## src/rtl/cfu_pipelined_fc.sv

```systemverilog
// Pipelined multi-function CFU with ready/valid handshakes on both sides.
// Credits bound in-flight work to the response FIFO, so the pipeline never stalls.
module cfu_pipelined_fc #(
    parameter int CFU_FUNCTION_ID_W = 16,
    parameter int CFU_REQ_RESP_ID_W = 6,
    parameter int CFU_REQ_DATA_W    = 32,
    parameter int CFU_ERROR_ID_W    = 32,
    parameter int LATENCY           = 3,
    parameter int FIFO_DEPTH        = 4
) (
    input  logic                         clock,
    input  logic                         reset,
    input  logic                         clock_en,
    output logic                         req_ready,
    input  logic                         req_valid,
    input  logic [CFU_FUNCTION_ID_W-1:0] req_function_id,
    input  logic [CFU_REQ_RESP_ID_W-1:0] req_id,
    input  logic [2*CFU_REQ_DATA_W-1:0]  req_data,
    input  logic                         resp_ready,
    output logic                         resp_valid,
    output logic [CFU_REQ_RESP_ID_W-1:0] resp_id,
    output logic [CFU_REQ_DATA_W-1:0]    resp_data,
    output logic                         resp_ok,
    output logic [CFU_ERROR_ID_W-1:0]    resp_error_id
);

    localparam int W  = CFU_REQ_DATA_W;
    localparam int FW = CFU_FUNCTION_ID_W;
    localparam int IW = CFU_REQ_RESP_ID_W;
    localparam int EW = CFU_ERROR_ID_W;
    localparam int CW = $clog2(FIFO_DEPTH + 1);
    localparam int PW = (FIFO_DEPTH > 1) ? $clog2(FIFO_DEPTH) : 1;
    localparam int XW = (FW > EW) ? FW : EW;

    localparam logic [FW-1:0] FN_MUL   = FW'(0);
    localparam logic [FW-1:0] FN_MULHU = FW'(1);
    localparam logic [FW-1:0] FN_ADD   = FW'(2);
    localparam logic [FW-1:0] FN_SUB   = FW'(3);

    typedef struct packed {
        logic [IW-1:0] id;
        logic [W-1:0]  data;
        logic          ok;
        logic [EW-1:0] err;
    } resp_t;

    typedef struct packed {
        logic  valid;
        resp_t r;
    } slot_t;

    logic [CW-1:0]  count;
    logic [CW-1:0]  fcnt;
    logic [PW-1:0]  rptr;
    logic [PW-1:0]  wptr;
    logic           accept;
    logic           pop;
    logic           wr_en;
    logic [W-1:0]   op0;
    logic [W-1:0]   op1;
    logic [2*W-1:0] prod;
    logic [XW-1:0]  fn_ext;
    logic           is_mul;
    logic           is_mulhu;
    logic           is_add;
    logic           is_sub;
    slot_t          in_slot;
    slot_t          wr_slot;
    resp_t          head;
    resp_t          mem [FIFO_DEPTH];

    assign req_ready  = count < CW'(FIFO_DEPTH);
    assign resp_valid = fcnt != '0;
    assign accept     = clock_en & req_valid & req_ready;
    assign pop        = clock_en & resp_valid & resp_ready;

    assign op0    = req_data[W-1:0];
    assign op1    = req_data[2*W-1:W];
    assign prod   = (2*W)'(op0) * (2*W)'(op1);
    assign fn_ext = XW'(req_function_id);

    assign is_mul   = req_function_id == FN_MUL;
    assign is_mulhu = req_function_id == FN_MULHU;
    assign is_add   = req_function_id == FN_ADD;
    assign is_sub   = req_function_id == FN_SUB;

    // Result is formed at accept time; the stages only carry it.
    always_comb begin
        in_slot       = '0;
        in_slot.valid = accept;
        in_slot.r.id  = req_id;
        in_slot.r.ok  = 1'b1;
        unique case (1'b1)
            is_mul:   in_slot.r.data = prod[W-1:0];
            is_mulhu: in_slot.r.data = prod[2*W-1:W];
            is_add:   in_slot.r.data = op0 + op1;
            is_sub:   in_slot.r.data = op0 - op1;
            default: begin
                in_slot.r.ok  = 1'b0;
                in_slot.r.err = fn_ext[EW-1:0];
            end
        endcase
    end

    if (LATENCY == 1) begin : g_direct
        assign wr_slot = in_slot;
    end else begin : g_pipe
        slot_t stg [LATENCY-1];

        always_ff @(posedge clock) begin
            if (reset) begin
                for (int i = 0; i < LATENCY - 1; i++) begin
                    stg[i] <= '0;
                end
            end else if (clock_en) begin
                stg[0] <= in_slot;
                for (int i = 1; i < LATENCY - 1; i++) begin
                    stg[i] <= stg[i-1];
                end
            end
        end

        assign wr_slot = stg[LATENCY-2];
    end

    assign wr_en = clock_en & wr_slot.valid;

    function automatic logic [PW-1:0] ptr_inc(input logic [PW-1:0] p);
        return (p == PW'(FIFO_DEPTH - 1)) ? '0 : p + PW'(1);
    endfunction

    always_ff @(posedge clock) begin
        if (reset) begin
            count <= '0;
            fcnt  <= '0;
            rptr  <= '0;
            wptr  <= '0;
        end else if (clock_en) begin
            count <= count + CW'(accept) - CW'(pop);
            fcnt  <= fcnt + CW'(wr_en) - CW'(pop);
            if (wr_en) begin
                wptr <= ptr_inc(wptr);
            end
            if (pop) begin
                rptr <= ptr_inc(rptr);
            end
        end
    end

    // Credits guarantee a free entry whenever the last stage is valid.
    always_ff @(posedge clock) begin
        if (!reset && wr_en) begin
            mem[wptr] <= wr_slot.r;
        end
    end

    assign head = mem[rptr];

    always_comb begin
        resp_id       = '0;
        resp_data     = '0;
        resp_ok       = 1'b1;
        resp_error_id = '0;
        if (resp_valid) begin
            resp_id       = head.id;
            resp_data     = head.data;
            resp_ok       = head.ok;
            resp_error_id = head.err;
        end
    end

endmodule

```

## config.mk

```make
export PLATFORM = sky130hd
export DESIGN_NAME = cfu_pipelined_fc
export DESIGN_NICKNAME = d
export VERILOG_FILES = /design/src/rtl/cfu_pipelined_fc.sv
export SDC_FILE = /design/constraint.sdc
export NUM_CORES = 2
export LEC_CHECK = 0
export BUFFER_PORTS_ARGS = -buffer_cell sky130_fd_sc_hd__buf_2
export CORE_MARGIN = 5
export CORE_UTILIZATION = 35
export CTS_BUF_LIST = sky130_fd_sc_hd__clkbuf_16
export CTS_CLUSTER_DIAMETER = 80
export CTS_CLUSTER_SIZE = 8
export DETAILED_ROUTE_END_ITERATION = 8
export SYNTH_ARGS = -nofsm -noshare
export SYNTH_HDL_FRONTEND = slang
export SYNTH_SLANG_ARGS = --single-unit
```

## constraint.sdc

```tcl
create_clock -name clock -period 18.8 [get_ports clock]
set_clock_uncertainty 0.15 [all_clocks]
set_input_delay 1.88 -clock clock [delete_from_list [all_inputs] [get_ports clock]]
set_output_delay 1.88 -clock clock [all_outputs]
set_load 0.02 [all_outputs]
```

### After elaboration in Yosys (flattened, before gate mapping)

Memories as Yosys holds them, arrays and structs flattened. A register that Yosys moved wholly into a read port is not among the register bits.
Index checks and enable logic that the tools add are counted.

* output and inout bits: 73
* register bits after elaboration: 10
* RAM bits: 428
* word-level logic and storage cells: 54
* memory bits (read-only): 0
* input port bits: 91
* memories: 2
* bits in latches: 0

Memories
* mem: depth 4, width 71, rd ports 1, clocked after Yosys merged registers in 1, write ports 1, line 70 `resp_t mem [FIFO_DEPTH];`
* g_pipe.stg: depth 2, width 72, rd ports 2, clocked after Yosys merged registers in 0, write ports 2, line 108 `slot_t stg [LATENCY-1];`

* reductions and logical operators: 7
* eq/ne operators: 5
* shift-type cells: 0
* magnitude comparators: 1
* $mul: 1
* $add $sub $neg: 8
* div/mod/pow operators: 0
* muxes and demuxes: 19
* bitwise logic cells: 7

Operator list (number)
* $mux 72: 2
* $pmux 32 s4: 1
* $mul 32x32->64: 1
* $mux 32: 2
* $mux 33: 1
* $add 32x32->32: 1
* $eq 16x2->1 const B: 2
* $sub 32x32->32: 1
* $eq 16x1->1 const B: 1
* $logic_not 16->1: 1
* $mux 1: 8
* $mux 2: 4
* $add 3x1->3: 2
* $mux 6: 1
* $sub 3x1->3: 2
* $and 1x1->1: 5
* $add 2x1->2 const B: 2
* $eq 2x2->1 const B: 2
* $reduce_and 2->1: 2
* $reduce_or 4->1: 1
* $lt 3x3->1 const B: 1
* $reduce_bool 3->1: 1
* $or 1x1->1: 2
* $logic_and 1x1->1: 1
* $logic_not 1->1: 1

### Depth between registers and ports, before layout

* depth in word-level cells: 6
* mapped depth: 28
* depth with buffers taken out: 26

### Worst setup path after synthesis

Ideal clock, no wire load.

* path type: input -> register
* from: in req_data[38]
* to: mem g_pipe.stg[0][61] (netlist name), data pin
* stages on the path: 27
* arrival: 8939 ps
* slack: 9436 ps
* required time: 18375 ps
* library setup time: 275 ps
* path buffers: 3
* cell sequence: clkbuf_1 > clkbuf_1 > and2_1 > fa_1 > fa_1 > fa_1 > inv_1 > fa_1 > inv_1 > fa_1 > inv_1 > fa_1 > inv_1 > fa_1 > fa_1 > ha_1 > buf_2 > nand4_1 > nor4_1 > and2_1 > o31ai_1 > and3_1 > o31a_1 > o31ai_2 > a31oi_1 > xor2_1 > o221ai_1

RTL lines
* start, declared: line 18 `input logic [2*CFU_REQ_DATA_W-1:0] req_data,`
* end, declared: line 108

==> key figures <==
Run status
  – Status: finished, final reports clean

Critical path
  – Crit Path Max Fanout: 34
  – WP data required: about 19 ns
  – CP startpoint kind: input port
  – Crit path DAT: 9.90 ns
  – Critical Path Sink Type: flop
  – Crit Path Class: in2reg

Clock tree
  – Worst skew pair latency: 0.54 ns
  – Hold Buf Count CTS: 0
  – Register clock-pin slew on the reported worst setup and hold paths: 0.05 ns
  – Postcts setup bufs: 0
  – Post-cts sizing count: 0
  – CTS Sinks: about 340
  – Clk root buf: clkbuf_16
  – H-tree levels: 2
  – CTS tree: done
  – TritonCTS buffer count: 49
  – Clk buf depth: 3

Global routing
  – Largest net degree at the start of global routing: 80
  – Initial antenna violation count: 17
  – Met3 Use GR: 0.02200
  – Global route hottest layer: met2
  – GR met2 Demand/Resource: 0.3078
  – Grt met1 use: 0.2401
  – Vias in the first global route: 35000
  – Total Routing Usage GR: 0.1777
  – First-pass GRT wire length: between 200000 and 250000 um
  – Total gr overflow: 0

Place
  – Routability Congestion: 0.8731
  – Port bufs: 147
  – Dpl hpwl: 97770 um
  – Placed cells: 6524

Yosys
  – Synthesized flop and latch total: approximately 340
  – Register area share after synthesis: 0.2080
  – Post-synth EDFFs: 332
  – Top cell type's share of synthesized area: 0.3667
  – Syn Area/Cell: between 10 and 15 um2
  – Cell Area, Synth: 0.04908 mm2
  – Leading register cell type out of synthesis: edfxtp_1
  – Cell taking the most area after synthesis: fa_1
  – Cell variety after synth: 78
  – Synth warnings: 0
  – Synth async-reset ratio: 0
  – Ranking of synthesized cells by area: fa_1, edfxtp_1, and2_1
  – Post-Syn Instances: 4759

Finish
  – Fillcell total: 13710
  – Fraction of layout cells with a size suffix above 1: 0.06664
  – P&R area growth vs syn: 7.158%
  – Most common cell after layout, fill and taps aside: fa_1
  – Nets: between 5000 and 6000
  – Most frequent cells in the layout: fa_1, inv_1, and2_1
  – Non-Filler Instances: 6592
  – Register Area: 0.01021 mm2
  – Area of the multi-input gates: 0.03446 mm2

Route
  – Detailed-route DRC error count: 0
  – DRT Pass-1 Iters: 6
  – Routed WL: 130900 um
  – Iter 0 DRT Violations: 2110
  – Wire length per cell: 19.86 um
  – Vias per cell: 4.997
  – Vias: 32940
  – Routed Antenna Nets: 0

Floorplan
  – # rows: about 140
  – Die H: 384.5 um
  – Die ar.: 0.1478 mm2
  – Initial Util: 0.3522
  – Die width: 384.5 um
  – Core Region: around 0.14 mm2
  – I/O Pins: 164

Timing
  – Min cycle time layout: 9.805 ns
  – Tcrit/Tclk final: 0.5215
  – Final setup viols: 0
  – TNS Setup: 0 ns
  – FMAX: 0.1020 GHz
  – RSZ-0062 raised after global routing: no
  – Worst-Margin Slew: approximately 1.1 ns
  – Max-slew violations: 0
  – Rel. slew slack: 0.2645
  – Hold Vio Cnt, Final: 0

Hold path
  – Hold crit path type: reg2reg

Run
  – Max cap viols: 0
[critical path, cell delays in order]
cell,delay (ns)
buf_2,0.77
nand2_1,0.21
fa_1,0.57
fa_1,0.55
inv_1,0.05
fa_1,0.48
fa_1,0.57
fa_1,0.44
fa_1,0.46
fa_1,0.49
inv_1,0.05
fa_1,0.53
inv_1,0.06
ha_1,0.37
a21oi_1,0.29
nor2_1,0.09
o41ai_1,0.45
o21ai_0,0.13
a31oi_1,0.48
o21ai_1,0.25
xor2_1,0.20
a222oi_1,0.40
nor2_1,0.09
[synth_stat cells, types with 10 or more instances]
cell        n
a21o_1     53
a21oi_1   117
a22oi_1    15
a31oi_1    15
and2_1    728
and3_1     20
buf_1      13
buf_4      16
clkbuf_1  266
dfxtp_1    12
edfxtp_1  332
fa_1      899
ha_1      305
inv_1     875
mux4_2     55
nand2_1   536
nand3_1    21
nand4_1    19
nor2_1     74
nor2b_1    10
nor3_1     21
o21ai_0    56
o21bai_1   13
o22ai_1    13
xnor2_1    60
xor2_1     63
[state kept, by name, indices dropped and copies added, names as in the netlist, named ones only]
name,cells
count,3
rptr,2
mem,220
wptr,2
fcnt,3
g_pipe.stg,112
[logic make-up (layout without fill, tap and decap cells)]
group | count (synthesis) | after routing | synth area share
simple gates | 1475 | 1475 | 0.1576
fa+ha+maj | 1204 | 1204 | 0.4444
buf+inv | 1176 | 1114 | 0.09144
compound gates | 375 | 375 | 0.04991
flops | 344 | 344 | 0.2080
xor+xnor | 123 | 123 | 0.02195
mux | 61 | 61 | 0.02656
other cells | 1 | 20 | 0.00007640
[cell type report]
cell class | instances | area share
clock buffer | 51 | 0.02426
inverter | 875 | 0.06245
clock inverter | 13 | 0.001118
antenna | 4 | 0.0001903
multi-input combinational | 3254 | 0.6552
tap | 1876 | 0.04463
timing repair buffer | 175 | 0.01798
sequential | 344 | 0.1942
[metrics by stage]
step | hold slack [ns] | area [um2] | setup WS, ns | utilization
floorplan | 0.3087 | 49140 | 9.436 | -
global placement | 0.3209 | 51250 | 8.543 | 0.3678
detailed placement | 0.3319 | 51250 | 8.518 | 0.3678
CTS | 0.3437 | 52590 | 9.054 | 0.3773
global route | 0.3589 | 52590 | 8.624 | 0.3773
finish | 0.3416 | 52600 | 8.995 | 0.3774
[path summary, 6_finish.rpt]
check	startpoint	to	slack, ns	depth (start not counted)
hold reg to reg	g_pipe.stg[0][132]$_SDFFCE_PN0P_	mem[3][60]$_DFFE_PP_	0.34	0
setup / recovery	req_data[49]	g_pipe.stg[0][59]$_SDFFCE_PN0P_	9.00	23
setup reg to reg	fcnt[0]$_SDFFE_PP0P_	fcnt[2]$_SDFFE_PP0P_	15.60	13
hold / removal	g_pipe.stg[0][132]$_SDFFCE_PN0P_	mem[3][60]$_DFFE_PP_	0.34	0
[layer usage]
metal | share of wire | vias to the layer above
li1 | - | 14570
met4 | 0.021 | 12
met1 | 0.43 | 17280
met5 | 0.00063 | -
met2 | 0.49 | 908
met3 | 0.055 | 170
Power is not shown: default switching activity piles up to over one toggle a cycle in this logic, so the estimate is an artifact.
